<file path="config.mk">
export PLATFORM = sky130hd
export DESIGN_NAME = wb_merge
export DESIGN_NICKNAME = d
export VERILOG_FILES = /design/src/rtl/wb_merge.sv
export SDC_FILE = /design/constraint.sdc
export NUM_CORES = 1
export LEC_CHECK = 0
export CORE_UTILIZATION = 50
export CTS_BUF_LIST = sky130_fd_sc_hd__clkbuf_16
export DETAILED_ROUTE_END_ITERATION = 7
export PLACE_DENSITY = 0.76
export SLEW_MARGIN = 20
export SYNTH_ARGS = -nofsm -noshare
export SYNTH_HDL_FRONTEND = slang
export SYNTH_SLANG_ARGS = --single-unit
</file>
<file path="constraint.sdc">
create_clock -name clk -period 7.7 [get_ports clk]
set_input_delay 0.77 -clock clk [delete_from_list [all_inputs] [get_ports clk]]
set_output_delay 0.77 -clock clk [all_outputs]
set_load 0.1 [all_outputs]
</file>
<file path="src/rtl/wb_merge.sv">
// Write-back merge: in-order pipeline writes win the regfile port; long-latency
// results queue in a small FIFO with WAW kill, pending-read flags and anti-starvation stall.
module wb_merge #(
  parameter int DEPTH      = 4,
  parameter int DEPTH_LOG2 = 2,
  parameter int STARVE_MAX = 8
) (
  input  logic                  clk,
  input  logic                  rst,
  input  logic                  wreg_i,
  input  logic [4:0]            wd_i,
  input  logic [31:0]           wdata_i,
  input  logic                  lu_valid_i,
  output logic                  lu_ready_o,
  input  logic [4:0]            lu_wd_i,
  input  logic [31:0]           lu_wdata_i,
  input  logic                  re1_i,
  input  logic                  re2_i,
  input  logic [4:0]            raddr1_i,
  input  logic [4:0]            raddr2_i,
  output logic                  pend1_o,
  output logic                  pend2_o,
  output logic                  stall_o,
  output logic                  we_o,
  output logic [4:0]            waddr_o,
  output logic [31:0]           wdata_o,
  output logic [DEPTH_LOG2:0]   count_o
);

  localparam int SW = $clog2(STARVE_MAX + 1);

  logic [4:0]            addr_q [DEPTH];
  logic [31:0]           data_q [DEPTH];
  logic [DEPTH-1:0]      kill_q, kill_d, vld;
  logic [DEPTH_LOG2-1:0] head_q, head_d, tail_q, tail_d;
  logic [DEPTH_LOG2:0]   count_q, count_d;
  logic [SW-1:0]         starve_q, starve_d;
  logic                  stall_q, stall_d;

  logic empty, full, head_kill, head_live, pop, push, pipe_kill;

  assign empty      = (count_q == '0);
  assign full       = (count_q == (DEPTH_LOG2+1)'(DEPTH));
  assign head_kill  = kill_q[head_q];
  assign head_live  = !empty && !head_kill;
  // Killed heads drain even under a pipeline write; live heads only when the port is free.
  assign pop        = !empty && (head_kill || !wreg_i);
  assign push       = lu_valid_i && !full && (lu_wd_i != 5'd0);
  assign pipe_kill  = wreg_i && (wd_i != 5'd0);

  assign lu_ready_o = !full;
  assign count_o    = count_q;
  assign stall_o    = stall_q;

  always_comb begin
    for (int i = 0; i < DEPTH; i++) begin
      vld[i] = {1'b0, DEPTH_LOG2'(i) - head_q} < count_q;
    end
  end

  always_comb begin
    we_o    = 1'b0;
    waddr_o = 5'd0;
    wdata_o = 32'd0;
    if (!rst) begin
      if (wreg_i) begin
        we_o    = 1'b1;
        waddr_o = wd_i;
        wdata_o = wdata_i;
      end else if (head_live) begin
        we_o    = 1'b1;
        waddr_o = addr_q[head_q];
        wdata_o = data_q[head_q];
      end
    end
  end

  always_comb begin
    pend1_o = 1'b0;
    pend2_o = 1'b0;
    for (int i = 0; i < DEPTH; i++) begin
      if (vld[i] && !kill_q[i]) begin
        if (addr_q[i] == raddr1_i) pend1_o = 1'b1;
        if (addr_q[i] == raddr2_i) pend2_o = 1'b1;
      end
    end
    pend1_o = pend1_o && re1_i && (raddr1_i != 5'd0);
    pend2_o = pend2_o && re2_i && (raddr2_i != 5'd0);
  end

  always_comb begin
    kill_d = kill_q;
    for (int i = 0; i < DEPTH; i++) begin
      if (vld[i] && pipe_kill && (addr_q[i] == wd_i)) kill_d[i] = 1'b1;
    end
    if (push) kill_d[tail_q] = 1'b0;
    head_d  = pop  ? head_q + DEPTH_LOG2'(1) : head_q;
    tail_d  = push ? tail_q + DEPTH_LOG2'(1) : tail_q;
    count_d = count_q + (DEPTH_LOG2+1)'(push) - (DEPTH_LOG2+1)'(pop);
  end

  always_comb begin
    starve_d = starve_q;
    stall_d  = 1'b0;
    if (empty || pop) begin
      starve_d = '0;
    end else if (starve_q == SW'(STARVE_MAX - 1)) begin
      starve_d = '0;
      stall_d  = 1'b1;
    end else begin
      starve_d = starve_q + SW'(1);
    end
  end

  always_ff @(posedge clk or posedge rst) begin
    if (rst) begin
      kill_q   <= '0;
      head_q   <= '0;
      tail_q   <= '0;
      count_q  <= '0;
      starve_q <= '0;
      stall_q  <= 1'b0;
    end else begin
      kill_q   <= kill_d;
      head_q   <= head_d;
      tail_q   <= tail_d;
      count_q  <= count_d;
      starve_q <= starve_d;
      stall_q  <= stall_d;
    end
  end

  // Payload storage needs no reset: validity is tracked by the pointers and count.
  always_ff @(posedge clk) begin
    if (push) begin
      addr_q[tail_q] <= lu_wd_i;
      data_q[tail_q] <= lu_wdata_i;
    end
  end

endmodule
</file>
# ---- Yosys cells after proc, flatten, opt, wreduce, memory -nomap -nowiden
# Memories as Yosys holds them, arrays and structs flattened.
# Cells that the tools add are included.
# W data, S select, Z words.
dict set report totals {
  out_inout_bits 45
  register_bits 16
  rom_bits 0
  memories 2
  latch_bits 0
  ram_bits 148
}
dict set report op_classes {
  reduce_logical 37
  n_shift 0
  eq_ne 14
  bitwise_logic 2
  n_mul 0
  n_mux 40
  n_lt_le_gt_ge 7
  div 0
  addsub 9
}
# memory words width read_ports rd_clocked_by_memory_dff wr line_no
set memory_table {}
lappend memory_table {data_q 4 32 1 0 1 33} ;# logic [31:0] data_q [DEPTH];
lappend memory_table {addr_q 4 5 5 0 1 32} ;# logic [4:0] addr_q [DEPTH];
# op n
set op_table {}
lappend op_table {{$mux W32} 3}
lappend op_table {{$eq A5 B5 Y1} 12}
lappend op_table {{$mux W1} 29}
lappend op_table {{$logic_and A1 B1 Y1} 22}
lappend op_table {{$reduce_bool A5 Y1} 4}
lappend op_table {{$mux W5} 3}
lappend op_table {{$lt A2 B3 Y1} 4}
lappend op_table {{$mux W4} 3}
lappend op_table {{$logic_not A1 Y1} 8}
lappend op_table {{$lt A2 B3 Y1 const B} 2}
lappend op_table {{$add A2 B1 Y2 const B} 2}
lappend op_table {{$add A4 B1 Y4 const B} 1}
lappend op_table {{$and A4 B4 Y4} 1}
lappend op_table {{$eq A4 B3 Y1 const B} 1}
lappend op_table {{$not A4 Y4} 1}
lappend op_table {{$sub A1 B2 Y2 const A} 2}
lappend op_table {{$sub A2 B2 Y2 const A} 2}
lappend op_table {{$add A3 B1 Y3} 1}
lappend op_table {{$eq A3 B3 Y1 const B} 1}
lappend op_table {{$logic_not A3 Y1} 1}
lappend op_table {{$sub A3 B1 Y3} 1}
lappend op_table {{$bmux W1 S2} 1}
lappend op_table {{$demux W1 S2} 1}
lappend op_table {{$ge A2 B1 Y1 const B} 1}
lappend op_table {{$logic_or A1 B1 Y1} 2}

# ---- Depth between registers and ports, before layout
dict set report depth {
  depth_word 12
  depth_mapped 14
  mapped_depth_nobuf 12
}

# ---- Least setup slack after synthesis
# Ideal clock, no wire load.
dict set report synth_path {
  path_type {reg-to-output}
  startpoint {reg count_q[1] (netlist: count_o[1])}
  endpoint {out pend1_o}
  slack_ns 3.015
  stages_incl_launch_ff 7
  arrival_time_ns 3.915
  cell_sequence {dfrtp_1 -> inv_1 -> ha_1 -> a21oi_1 -> nor2_1 -> or4_1 -> a31oi_1}
}
dict set report synth_between {
  elab_chain_len 11
}
# element line_no
set synth_rtl {}
lappend synth_rtl {{start, declared} 36} ;# logic [DEPTH_LOG2:0] count_q, count_d;
lappend synth_rtl {{start signal, assigned} 127} ;# count_q <= count_d;
lappend synth_rtl {{$lt A2 B3 Y1} 57} ;# vld[i] = {1'b0, DEPTH_LOG2'(i) - head_q} < count_q;
lappend synth_rtl {{$logic_and A1 B1 Y1} 82} ;# if (vld[i] && !kill_q[i]) begin
lappend synth_rtl {{$mux W1} 82}
lappend synth_rtl {{$mux W1} 83} ;# if (addr_q[i] == raddr1_i) pend1_o = 1'b1;
lappend synth_rtl {{$mux W1} 82}
lappend synth_rtl {{$mux W1} 83}
lappend synth_rtl {{$mux W1} 82}
lappend synth_rtl {{$mux W1} 83}
lappend synth_rtl {{$mux W1 (*)} 82}
lappend synth_rtl {{$logic_and A1 B1 Y1 (*) (2 in series)} 87} ;# pend1_o = pend1_o && re1_i && (raddr1_i != 5'd0);
lappend synth_rtl {{end, declared} 21} ;# output logic pend1_o,
# Mark *: on every way between the ends. The rest lies on a longest branch, timed or not.

# ---- Worst setup path after layout
dict set report layout_path {
  startpoint {reg head_q[1]}
  endpoint {out pend2_o}
}
dict set report layout_between {
  elab_chain_len 12
}
# element line_no
set layout_rtl {}
lappend layout_rtl {{start, declared} 35} ;# logic [DEPTH_LOG2-1:0] head_q, head_d, tail_q, tail_d;
lappend layout_rtl {{start signal, assigned} 118} ;# head_q <= '0;
lappend layout_rtl {{start signal, assigned} 125} ;# head_q <= head_d;
lappend layout_rtl {{$sub A1 B2 Y2} 57}
lappend layout_rtl {{$lt A2 B3 Y1} 57}
lappend layout_rtl {{$logic_and A1 B1 Y1} 82}
lappend layout_rtl {{$mux W1} 82}
lappend layout_rtl {{$mux W1} 84} ;# if (addr_q[i] == raddr2_i) pend2_o = 1'b1;
lappend layout_rtl {{$mux W1} 82}
lappend layout_rtl {{$mux W1} 84}
lappend layout_rtl {{$mux W1} 82}
lappend layout_rtl {{$mux W1} 84}
lappend layout_rtl {{$mux W1 (*)} 82}
lappend layout_rtl {{$logic_and A1 B1 Y1 (*) (2 in series)} 88} ;# pend2_o = pend2_o && re2_i && (raddr2_i != 5'd0);
lappend layout_rtl {{end, declared} 22} ;# output logic pend2_o,
# Marks and branches as above.

==> flow_summary.json <==
{
  "relSlewSlack": 0.297,
  "cts_tree": "built",
  "yosys_most_used_dff": "edfxtp_1",
  "cts_htree_levels": 4,
  "critical_path.max_stage_delay_ns": 1.15,
  "netlist_area_um2": 7640,
  "port_buffers": 134,
  "p_leak_nw": 3.40,
  "nFillCells": 1028,
  "multiInputGateArea_um2": 2590,
  "crit_slowest_cell": "clkdlybuf4s50_1",
  "cts_root_buf": "clkbuf_16",
  "synthArstFlopShare": 0.0976,
  "die_y_um": 126,
  "rsz0062_at_grt": "no",
  "place_hpwl_um": 10400,
  "core_area_um2": 14700,
  "cts_buffers": 17,
  "finClkSkew_ns": 0.00821,
  "worstPathArrival_ns": 4.18,
  "clk_pin_slew_ns": 0.06,
  "worst-path-buf-inv": 1,
  "startpoint": "head_q[1]",
  "drv_cap": 0,
  "worst_slew_pin_slew_ns": 1.05,
  "setup_viol": 0,
  "crit_chain": "xor2_1 > ha_1 > nor2b_1 > a221o_1 > nor4_1 > a21oi_1 > a31oi_1 > clkdlybuf4s50_1",
  "crit_family": "buffers and inverters",
  "cts-resized-gates": 0,
  "gr-usage-all-layers": 0.219,
  "nets": 707,
  "start_kind": "register",
  "vias": 4474,
  "hold_buffers": 0,
  "seq_area_frac_synth": 0.634,
  "status": "complete, but fails checks",
  "hold_path.class": "reg -> reg",
  "peakVddDrop_mv": 0.274,
  "ios": 135,
  "final_cell_mix": "edfxtp_1, clkdlybuf4s50_1, nor2_1",
  "grt_max_degree": 43,
  "cts_setup_buffers": 0,
  "critPathMaxFanout": 42,
  "required_ns": 6.93,
  "maxSlewViolCount": 0,
  "cts.path.max_buffers": 2,
  "min_period_ns": 4.95,
  "critPathKind": "reg -> out",
  "violations": "design-rule violations",
  "tns_ns": 0,
  "grt_overflow": 0,
  "min_from": "starve_q[0]",
  "ant_nets": 0,
  "drtIter0Drc": 275,
  "power.density_nw_per_um2": 379,
  "syn2layout_area_growth_pct": 26.0,
  "routed_wl_um": 16000,
  "netlist_instances": 486,
  "antenna_found_initial": 0,
  "rr_startpoint": "head_q[1]",
  "timing.final.crit_share": 0.643,
  "wl_per_cell_um": 20.0,
  "fmax_ghz": 0.202,
  "dr.pass1.iters": 8,
  "synth_nets": 588,
  "yosys_warnings": 0,
  "diodes": 0,
  "endpoint_kind": "output pin",
  "synthTopCellsByArea": "edfxtp_1, mux4_2, dfrtp_1, mux2i_1, xnor2_1",
  "grt_pass1_wl_um": 25500,
  "die_area_um2": 15800,
  "syn_avg_cell_area_um2": 15.7,
  "drc": 6,
  "initial_core_util": 0.520,
  "hold_viol_final": 0,
  "yosys_register_bits": 164,
  "first_global_vias": 4690,
  "final_common_cell": "edfxtp_1",
  "clk_latency_ns": 0.41,
  "rows": 44,
  "vias_per_cell": 5.58,
  "yosysTopAreaCell": "edfxtp_1",
  "synth_edf_count": 148,
  "seq_area_um2": 4850,
  "synth_top_area_share": 0.582,
  "clock_sinks": 164,
  "chipWidth_um": 126,
  "finalCoreUtilization": 0.655,
  "ys_types": 36,
  "final_layout_size_suffix_gt1_frac": 0.128,
  "gp_congestion": 0.832
}
==> final timing paths <==
kind | end | cells after the start | slack [ns]
max in group asynchronous | head_q[1] | 2 | 6.42
setup / recovery | pend2_o | 8 | 2.75
hold reg to reg | starve_q[0] | 1 | 0.48
hold / removal | starve_q[0] | 1 | 0.48
min in group asynchronous | starve_q[1] | 2 | 0.78
setup reg to reg | count_o[2] | 10 | 4.60
==> per-layer routing <==
layer  track usage  wire, um  vias up
li1              -         -     2064
met2         0.370      8280      150
met5             0         0        -
met1         0.279      6650     2250
met3        0.0603       996       10
met4        0.0617       121        0
==> where the power goes <==
group	total, W	internal (W)	leakage (nW)	switching (W)
logic	0.00151	0.000551	1.54	0.000963
clock network	0.000784	0.000475	0.303	0.000309
registers	0.00135	0.00118	1.56	0.000169
total	0.00365	0.00221	3.40	0.00144
==> synth_stat cells (7+ instances only) <==
| cell | number |
|---|---|
| edfxtp_1 | 148 |
| nor2_1 | 43 |
| xnor2_1 | 42 |
| mux4_2 | 38 |
| mux2i_1 | 37 |
| xor2_1 | 25 |
| clkbuf_1 | 19 |
| dfrtp_1 | 16 |
| inv_1 | 13 |
| ha_1 | 11 |
| nor3_1 | 11 |
| a21oi_1 | 10 |
| nand3_1 | 10 |
| nand2_1 | 7 |
==> state kept, by name, indices dropped and copies added (netlist names) <==
name and flops:
tail_q 2, kill_q 4, count_o 3, starve_q 4
head_q 2, data_q 128, addr_q 20, stall_o 1
==> per-stage QoR <==
| step | setup slack, ns | cells | instance area, um^2 | hold WS, ns | total power (W) |
|---|---|---|---|---|---|
| 6_report | 2.75 | 802 | 9630 | 0.482 | 0.00365 |
| 3_5_place_dp | 3.15 | 770 | 9060 | 0.472 | 0.00289 |
| 4_1_cts | 2.72 | 802 | 9630 | 0.480 | 0.00368 |
| 5_1_grt | 2.45 | 802 | 9630 | 0.504 | 0.00383 |
| 2_1_floorplan | 3.01 | 486 | 7640 | 0.440 | 0.00253 |
| 3_3_place_gp | 3.18 | 770 | 9060 | 0.453 | 0.00286 |
==> logic make-up after synthesis <==
| group | share of synthesized area |
|---|---|
| DFF | 0.634 |
| and+or+nand+nor | 0.0571 |
| muxes | 0.162 |
| xor gates and xnor gates | 0.0768 |
| buffers and inverters | 0.0295 |
| AOI/OAI and AO/OA | 0.0200 |
| adders and majority gates | 0.0206 |
==> layout make-up <==
| class | count | share of cell area |
|---|---|---|
| inverters | 13 | 0.00507 |
| flip-flops and latches | 164 | 0.503 |
| clock buffers | 19 | 0.0494 |
| well taps | 184 | 0.0239 |
| clock inverters | 13 | 0.00910 |
| multi-input cells | 273 | 0.269 |
| repair buffers | 136 | 0.140 |
(Power assumes the default switching activity.)
